--- config.mk ---
export PLATFORM = sky130hd
export DESIGN_NAME = div_iter_flat
export DESIGN_NICKNAME = d
export VERILOG_FILES = /design/src/rtl/div_iter_if.sv /design/src/rtl/div_iter.sv /design/src/flat_wrapper.sv
export SDC_FILE = /design/constraint.sdc
export NUM_CORES = 1
export LEC_CHECK = 0
export ABC_AREA = 0
export CAP_MARGIN = 40
export CORE_AREA = 10 10 78 80
export DETAILED_ROUTE_END_ITERATION = 10
export DIE_AREA = 0 0 88 90
export DONT_BUFFER_PORTS = 1
export GPL_ROUTABILITY_DRIVEN = 0
export PLACE_DENSITY = 0.7
export SLEW_MARGIN = 20
export SYNTH_ARGS = -nofsm -noshare
export SYNTH_HDL_FRONTEND = slang
export SYNTH_SLANG_ARGS = --single-unit
--- constraint.sdc ---
create_clock -name clk -period 1.99 [get_ports clk]
set_input_delay 0.398 -clock clk [delete_from_list [all_inputs] [get_ports clk]]
set_output_delay 0.398 -clock clk [all_outputs]
set_load 0.01 [all_outputs]
--- src/rtl/div_iter_if.sv ---
// div_iter_if: request/result bundle for the iterative divider.
//   start        request to begin a division (sampled in IDLE or DONE)
//   dividend     unsigned dividend, captured on the accepting edge
//   divisor      unsigned divisor, captured on the accepting edge
//   quotient     registered result quotient
//   remainder    registered result remainder
//   busy         high while the divider is iterating
//   done         one-cycle pulse marking quotient/remainder valid
//   div_by_zero  set when the last accepted divisor was zero
// The master drives requests; the slave (the divider) returns results.
interface div_iter_if #(
    parameter int WIDTH = 8
);
    logic             start;
    logic [WIDTH-1:0] dividend;
    logic [WIDTH-1:0] divisor;
    logic [WIDTH-1:0] quotient;
    logic [WIDTH-1:0] remainder;
    logic             busy;
    logic             done;
    logic             div_by_zero;

    modport master (
        output start, dividend, divisor,
        input  quotient, remainder, busy, done, div_by_zero
    );

    modport slave (
        input  start, dividend, divisor,
        output quotient, remainder, busy, done, div_by_zero
    );
endinterface

--- src/rtl/div_iter.sv ---
// div_iter: unsigned restoring divider, one quotient bit per clock, MSB first.
//   clk  single clock, all state changes on the rising edge
//   rst  synchronous active-high reset, has priority over start
//   bus  div_iter_if.slave: start/dividend/divisor in,
//        quotient/remainder/busy/done/div_by_zero out (all registered)
// A normal division takes WIDTH iteration edges after the accepting edge;
// a zero divisor completes on the accepting edge itself with
// quotient = all ones and remainder = dividend.
module div_iter #(
    parameter int WIDTH = 8
) (
    input  logic      clk,
    input  logic      rst,
    div_iter_if.slave bus
);
    localparam int CNT_W = (WIDTH > 1) ? $clog2(WIDTH) : 1;

    typedef enum logic [1:0] {
        S_IDLE    = 2'b00,
        S_COMPUTE = 2'b01,
        S_DONE    = 2'b10
    } state_t;

    typedef logic [WIDTH:0] part_t;

    state_t           state_q;
    logic [CNT_W-1:0] cnt_q;
    // The dividend register shifts out dividend bits at the top while the
    // quotient bits shift in at the bottom, so after WIDTH steps it holds
    // the quotient.
    logic [WIDTH-1:0] dvd_q;
    logic [WIDTH-1:0] dvs_q;
    part_t            part_q;
    logic [WIDTH-1:0] quotient_q;
    logic [WIDTH-1:0] remainder_q;
    logic             busy_q;
    logic             done_q;
    logic             dbz_q;

    logic [WIDTH+1:0] shifted;
    logic             qbit;
    part_t            part_d;
    logic [WIDTH-1:0] dvd_d;

    // One restoring step. The partial remainder is always below the divisor,
    // so after the shift it fits in WIDTH+1 bits; the extra top bit of
    // 'shifted' only keeps the comparison honest.
    always_comb begin
        // NOTE: every always_comb output gets a default first so no path
        // leaves it unassigned and no latch is inferred.
        shifted = {part_q, dvd_q[WIDTH-1]};
        qbit    = (shifted >= {2'b00, dvs_q});
        part_d  = shifted[WIDTH:0];
        if (qbit) begin
            part_d = part_t'(shifted - {2'b00, dvs_q});
        end
        dvd_d = {dvd_q[WIDTH-2:0], qbit};
    end

    // NOTE: all sequential state uses non-blocking assignments so every
    // register samples the pre-edge values of the others.
    always_ff @(posedge clk) begin
        if (rst) begin
            // NOTE: working registers are plain flops, not a memory, so they
            // are cleared along with the outputs.
            state_q     <= S_IDLE;
            cnt_q       <= '0;
            dvd_q       <= '0;
            dvs_q       <= '0;
            part_q      <= '0;
            quotient_q  <= '0;
            remainder_q <= '0;
            busy_q      <= 1'b0;
            done_q      <= 1'b0;
            dbz_q       <= 1'b0;
        end else begin
            case (state_q)
                S_IDLE, S_DONE: begin
                    done_q <= 1'b0;
                    if (bus.start) begin
                        dvd_q <= bus.dividend;
                        dvs_q <= bus.divisor;
                        if (bus.divisor == '0) begin
                            state_q     <= S_DONE;
                            quotient_q  <= '1;
                            remainder_q <= bus.dividend;
                            dbz_q       <= 1'b1;
                            done_q      <= 1'b1;
                            busy_q      <= 1'b0;
                        end else begin
                            state_q <= S_COMPUTE;
                            cnt_q   <= '0;
                            part_q  <= '0;
                            busy_q  <= 1'b1;
                        end
                    end else begin
                        state_q <= S_IDLE;
                    end
                end
                S_COMPUTE: begin
                    part_q <= part_d;
                    dvd_q  <= dvd_d;
                    if (cnt_q == CNT_W'(WIDTH - 1)) begin
                        state_q     <= S_DONE;
                        quotient_q  <= dvd_d;
                        remainder_q <= part_d[WIDTH-1:0];
                        busy_q      <= 1'b0;
                        done_q      <= 1'b1;
                        dbz_q       <= 1'b0;
                    end else begin
                        cnt_q <= cnt_q + 1'b1;
                    end
                end
                // Illegal encoding: recover to IDLE, outputs untouched.
                default: state_q <= S_IDLE;
            endcase
        end
    end

    assign bus.quotient    = quotient_q;
    assign bus.remainder   = remainder_q;
    assign bus.busy        = busy_q;
    assign bus.done        = done_q;
    assign bus.div_by_zero = dbz_q;
endmodule

--- src/flat_wrapper.sv ---
// flat-port wrapper written by rule: the top's interface ports become plain ports
module div_iter_flat 
#(
    parameter int WIDTH = 8
)
  (clk, rst, bus_start, bus_dividend, bus_divisor, bus_quotient, bus_remainder, bus_busy, bus_done, bus_div_by_zero);
  div_iter_if #(.WIDTH(WIDTH)) bus_i ();
  input  logic clk;
  input  logic rst;
  input wire logic [$bits(bus_i.start)-1:0] bus_start;
  input wire logic [$bits(bus_i.dividend)-1:0] bus_dividend;
  input wire logic [$bits(bus_i.divisor)-1:0] bus_divisor;
  output wire logic [$bits(bus_i.quotient)-1:0] bus_quotient;
  output wire logic [$bits(bus_i.remainder)-1:0] bus_remainder;
  output wire logic [$bits(bus_i.busy)-1:0] bus_busy;
  output wire logic [$bits(bus_i.done)-1:0] bus_done;
  output wire logic [$bits(bus_i.div_by_zero)-1:0] bus_div_by_zero;
  assign bus_i.start = bus_start;
  assign bus_i.dividend = bus_dividend;
  assign bus_i.divisor = bus_divisor;
  assign bus_quotient = bus_i.quotient;
  assign bus_remainder = bus_i.remainder;
  assign bus_busy = bus_i.busy;
  assign bus_done = bus_i.done;
  assign bus_div_by_zero = bus_i.div_by_zero;
  div_iter #(.WIDTH(WIDTH)) u_core (.clk(clk), .rst(rst), .bus(bus_i));
endmodule
# Word level (Yosys, flattened, before mapping)
# Cells that the tools add are included.
[op_classes]
add_sub_neg = 2
magnitude_cmp = 1
n_eq_ne = 8
mux = 33
reduce_logical = 11
[op_table]
columns = ["cell", "n"]
rows = [
  ["2-to-1 mux 8 bit", 7],
  ["one-hot mux 8 bit (2 select lines)", 3],
  ["2-to-1 mux 9 bit", 3],
  ["one-hot mux 9 bit (2 select lines)", 1],
  ["greater-or-equal comparator 10 x 8 -> 1 bit", 1],
  ["2-to-1 mux 3 bit", 3],
  ["subtractor 9 x 8 -> 9 bit", 1],
  ["logical NOT 8 bit", 1],
  ["2-to-1 mux 1 bit", 8],
  ["AND reduction 4 bit", 2],
  ["2-to-1 mux 2 bit", 3],
  ["inequality test 2 bit (second input constant)", 3],
  ["one-hot mux 1 bit (2 select lines)", 3],
  ["one-hot mux 3 bit (2 select lines)", 1],
  ["AND reduction 2 bit", 3],
  ["AND reduction 3 bit", 2],
  ["inequality test 2 x 1 -> 1 bit (second input constant)", 2],
  ["one-hot mux 2 bit (2 select lines)", 1],
  ["adder 3 x 1 -> 3 bit (second input constant)", 1],
  ["equality test 3 bit (second input constant)", 1],
  ["equality test 2 x 1 -> 1 bit (second input constant)", 1],
  ["equality test 2 bit (second input constant)", 1],
  ["logical NOT 2 bit", 1],
  ["nonzero test 2 bit", 1],
  ["OR reduction 2 bit", 1],
]
[totals]
register_bits = 49
output_inout_bits = 19

# Longest topological paths before layout
[logic_depth]
word_depth = 4
ltp_mapped = 11
mapped_depth_nobuf = 10

# Worst setup path after synthesis
# Ideal clock, no wire load.
[synth_timing]
kind = "flip-flop to flip-flop"
from = "reg u_core.dvd_q[7]"
to = "reg u_core.remainder_q[3] (netlist: u_core.bus.remainder[3])"
arrival_ns = 1.895
path_slack_ns = -0.039
stages_incl_launch_ff = 11
path_buffers = 0
cell_sequence = "dfxtp_1 -> inv_1 -> ha_1 -> inv_1 -> fa_1 -> nand3_2 -> a211oi_4 -> nor3_4 -> mux2_2 -> nand2_1 -> a311oi_1"
[synth_between]
elab_chain_len = 4
word_cells_on_any_way = 5
classes_between = "add/sub (1); order compare (1); mux (3)"
[synth_rtl]
columns = ["element", "line", "rtl"]
rows = [
  ["start, declared", "div_iter.sv:31", "logic [WIDTH-1:0] dvd_q;"],
  ["start signal, assigned", "div_iter.sv:81", "dvd_q <= bus.dividend;"],
  ["start signal, assigned", "div_iter.sv:102", "dvd_q <= dvd_d;"],
  ["subtractor 9 x 8 -> 9 bit or greater-or-equal comparator 10 x 8 -> 1 bit (tied branches)", "div_iter.sv:55, div_iter.sv:52", ""],
  ["2-to-1 mux 9 bit *", "div_iter.sv:54", "if (qbit) begin"],
  ["2-to-1 mux 8 bit *", "div_iter.sv:103", "if (cnt_q == CNT_W'(WIDTH - 1)) begin"],
  ["one-hot mux 8 bit (2 select lines) *", "div_iter.sv:77", "case (state_q)"],
  ["end signal, assigned", "div_iter.sv:86", "remainder_q <= bus.dividend;"],
  ["end signal, assigned", "div_iter.sv:106", "remainder_q <= part_d[WIDTH-1:0];"],
  ["end, declared", "div_iter.sv:35", "logic [WIDTH-1:0] remainder_q;"],
]
# Every way passes the cells marked *; elsewhere a longest branch is shown, timed or not. The select of a mux whose other input is x is not followed.
# A chain may end at the register's enable or synchronous reset.

# Final worst setup path
[layout_timing]
from = "reg u_core.dvd_q[7]"
to = "reg u_core.remainder_q[2] (netlist: u_core.bus.remainder[2])"
# Same word-level chain as after synthesis.

==> results.md <==
* Status: finished, violations left
* Failing checks: setup timing
* DP HPWL at ~4.5 mm
* Overall Global Routing Usage at 15.5%
* Overall routed net length at 6.49 mm
* Maximum VDD drop at 0.624 mV
* Htree depth at 2
* Crit path max-delay family: adder cells
* Met3 WL post-DR at 451 um
* Global-route wire length before repair at 10.0 mm
* EDFF count, synth at 0
* Worst setup EP type: register
* Post-layout util at a little under two thirds
* Hold EP: u_core.dvd_q[5]
* Nets at 347
* Clk_lat worst skew at around 0.31 ns
* Fillers at roughly 400
* Num rows at 25
* Core area at 0.00460 sq mm
* Post-synthesis sequential area ratio at 41.5%
* Crit-path slowest cell: fa_2
* Tmin final at 2.02 ns
* RSZ-0062 raised after global routing: true
* Io pins at 38
* R2R Path End: u_core.bus.remainder[2]
* Number of global-route vias before repair at 2104
* Period Utilization, post-route at 102%
* Pre-antenna DRT Iters at 4
* Syn nets at 322
* WL met2 at 3.26 mm
* CP cell instances: inv_2 > ha_4 > inv_2 > fa_2 > nand3_4 > a211oi_4 > nor3_4 > buf_6 > mux2_2 > nand2_2 > a311oi_1
* CTS clk-pin slew, worst paths at approximately 0.10 ns
* Synth Instances at around 290
* Number of DRC markers in iteration 0 at 167
* GR Overflow Total at 0
* Starting Density at 51.4%
* Count leader, synth: nand2_1
* Final Instance Area at 0.00294 sq mm
* Num CTS Buffers at 5
* Final Hold Viols at 0
* Worst Hold Launch: rst
* Routed len/inst at 17.5 um
* N_diodes at 0
* Vias at 2142
* Worst setup margin at -0.0301 ns
* CTS tree: done
* Buf+Inv Stages, Crit Path at 3
* Max incr delay on CP at 0.36 ns
* Hold Buf Count CTS at 0
* Max-slew violations at 0
* Main synth FF type: dfxtp_1
* ANT nets after route at 0
* Chip Height at approximately 90 um
* Worst hold path class: in -> reg
* Hold depth at 1
* Unique cell type count in the Yosys netlist at 43
* Worst slew pin tran at 0.469 ns
* Vias per inst at 5.76
* Syn Area/Cell at 8.09 sq um
* PD cells at 922 mW/mm^2
* Port-buffer cells at 0
* Number of synthesized register bits at 49
* Max FO, Critical Path at 8
* Yosys warnings at 0
* Initial antenna violation count at 0
* Most frequent CP cell: inv_2
* F_max at 495 MHz
* Die Area at 0.00792 sq mm
* Worst r2r src: u_core.dvd_q[7]
* Layout cell share with drive strength beyond 1 at 27.7%
* Yosys top cell area share at between 40% and 50%
* Detailed-route DRC error count at 0
* Ys async rst share at 0%
* Chip Width at 88 um
* Critical Path AT at between 2 and 2.5 ns
* Max cap viols at 0
* Area leader, netlist: dfxtp_1
* Relative slew slack at 68.4%
* P_leak at 1.09 nW
* Crit Path Category: reg -> reg
* Top sig layer: met4
* Area growth, synth to finish at 24.2%
* Largest net degree at the start of global routing at 51
* Clk sink count at 49
* Clock skew at 0.0121 ns
* Top post-synthesis cells by area: dfxtp_1 42%, nand2_1 8.3%, nor2_1 6.4%
* Synth top cells by count: 52 x nand2_1, 49 x dfxtp_1, 40 x nor2_1, 29 x a21oi_1
* CP startpoint kind: register
* Critical Path RT at 2.19 ns
* Clock buffer depth at 2
* Reg2reg setup slack at -0.03 ns
* Root buffer cell: clkbuf_8
* Placed Area at 0.00261 sq mm
* Final setup viols at 7
* Setup TNS at -0.170 ns
* Tot Pwr at between 0.002 and 0.003 W
* R2r worst-path depth at 11
* DRT met1 WL at 2.67 mm
* Synth Cell Area at between 0.002 and 0.0025 sq mm
state kept, by name (all words and copies together), names as in the netlist, 2 cells and up:
name,cells
u_core.part_q,9
u_core.bus.quotient,8
u_core.bus.remainder,8
u_core.dvd_q,8
u_core.dvs_q,8
u_core.cnt_q,3
u_core.state_q,2
worst reg2reg max path, stage by stage (launching register included):
cell	delay, ns
dfxtp_2	0.33
inv_2	0.07
ha_4	0.13
inv_2	0.03
fa_2	0.36
nand3_4	0.10
a211oi_4	0.07
nor3_4	0.15
buf_6	0.17
mux2_2	0.35
nand2_2	0.07
a311oi_1	0.08
routing by layer:
metal / global-route usage [%] / vias to the layer above
met5: 0 / -
met4: 4.92 / 0
met3: 4.42 / 11
met2: 24.8 / 58
met1: 19.1 / 1007
li1: - / 1066
cells in the final DEF (no fill, tap or decap), drive strengths merged, types with 2 or more instances in the layout:
cell and count:
o31ai 2, a311oi 12, a22oi 3, nand4 2
buf 34, clkinvlp 3, nor2b 2, mux2 4
nand2b 4, nand2 52, dfxtp 49, nor4 3
nor2 40, or3 2, nor3 11, o21ai 10
clkbuf 5, and2 2, o211ai 2, a21oi 30
inv 11, nand3b 4, nand3 2, a211oi 5
ha 10, xor2 4
layout make-up:
type	instances	area (sq um)	share of cell area, %
tap	54	67.6	2.30
sequential	49	985	33.5
clock buffer	5	68.8	2.34
timing repair buffer	34	288	9.80
inverter	11	41.3	1.41
multi-input combinational	216	1460	49.9
clock inverter	3	22.5	0.767
worst max path at each step:
stage,start,slack (ns),to,cells past startpoint
floorplan,u_core.dvd_q[7],0.009,u_core.bus.remainder[3],10
global placement,u_core.dvd_q[7],-0.1,u_core.part_q[5],11
detailed placement,u_core.dvd_q[7],-0.19,u_core.bus.remainder[1],11
CTS,u_core.dvd_q[7],-0.1,u_core.bus.remainder[4],11
global route,u_core.dvd_q[7],-0.15,u_core.bus.remainder[5],11
finish,u_core.dvd_q[7],-0.03,u_core.bus.remainder[2],11
metrics by stage:
step	setup slack [ns]	cells	hold WS (ns)
floorplan	0.00945	292	0.436
global placement	-0.0974	360	0.438
detailed placement	-0.190	360	0.442
CTS	-0.0968	370	0.142
global route	-0.152	372	0.135
finish	-0.0301	372	0.147
logic make-up (layout without fill, tap and decap cells):
family,after synthesis,after routing,share of synthesized area [%]
simple gates,127,127,24.5
mux,5,5,2.33
compound gates,68,68,19.0
xor+xnor,5,5,1.85
fa+ha+maj,11,11,6.14
flops,49,49,41.5
buf+inv,27,53,4.76
power breakdown:
part           switching, W  total (W)  internal (W)
clock              0.000351   0.000598      0.000247
combinational      0.000496    0.00103      0.000530
sequential        0.0000498    0.00108       0.00103
repair_timing:
action,CTS,global route
gates resized for setup,17,32
setup buffers,3,2
pin swaps,6,16
endpoints found under the setup margin,16,19
Note: power is estimated with default switching activity, not from simulation.
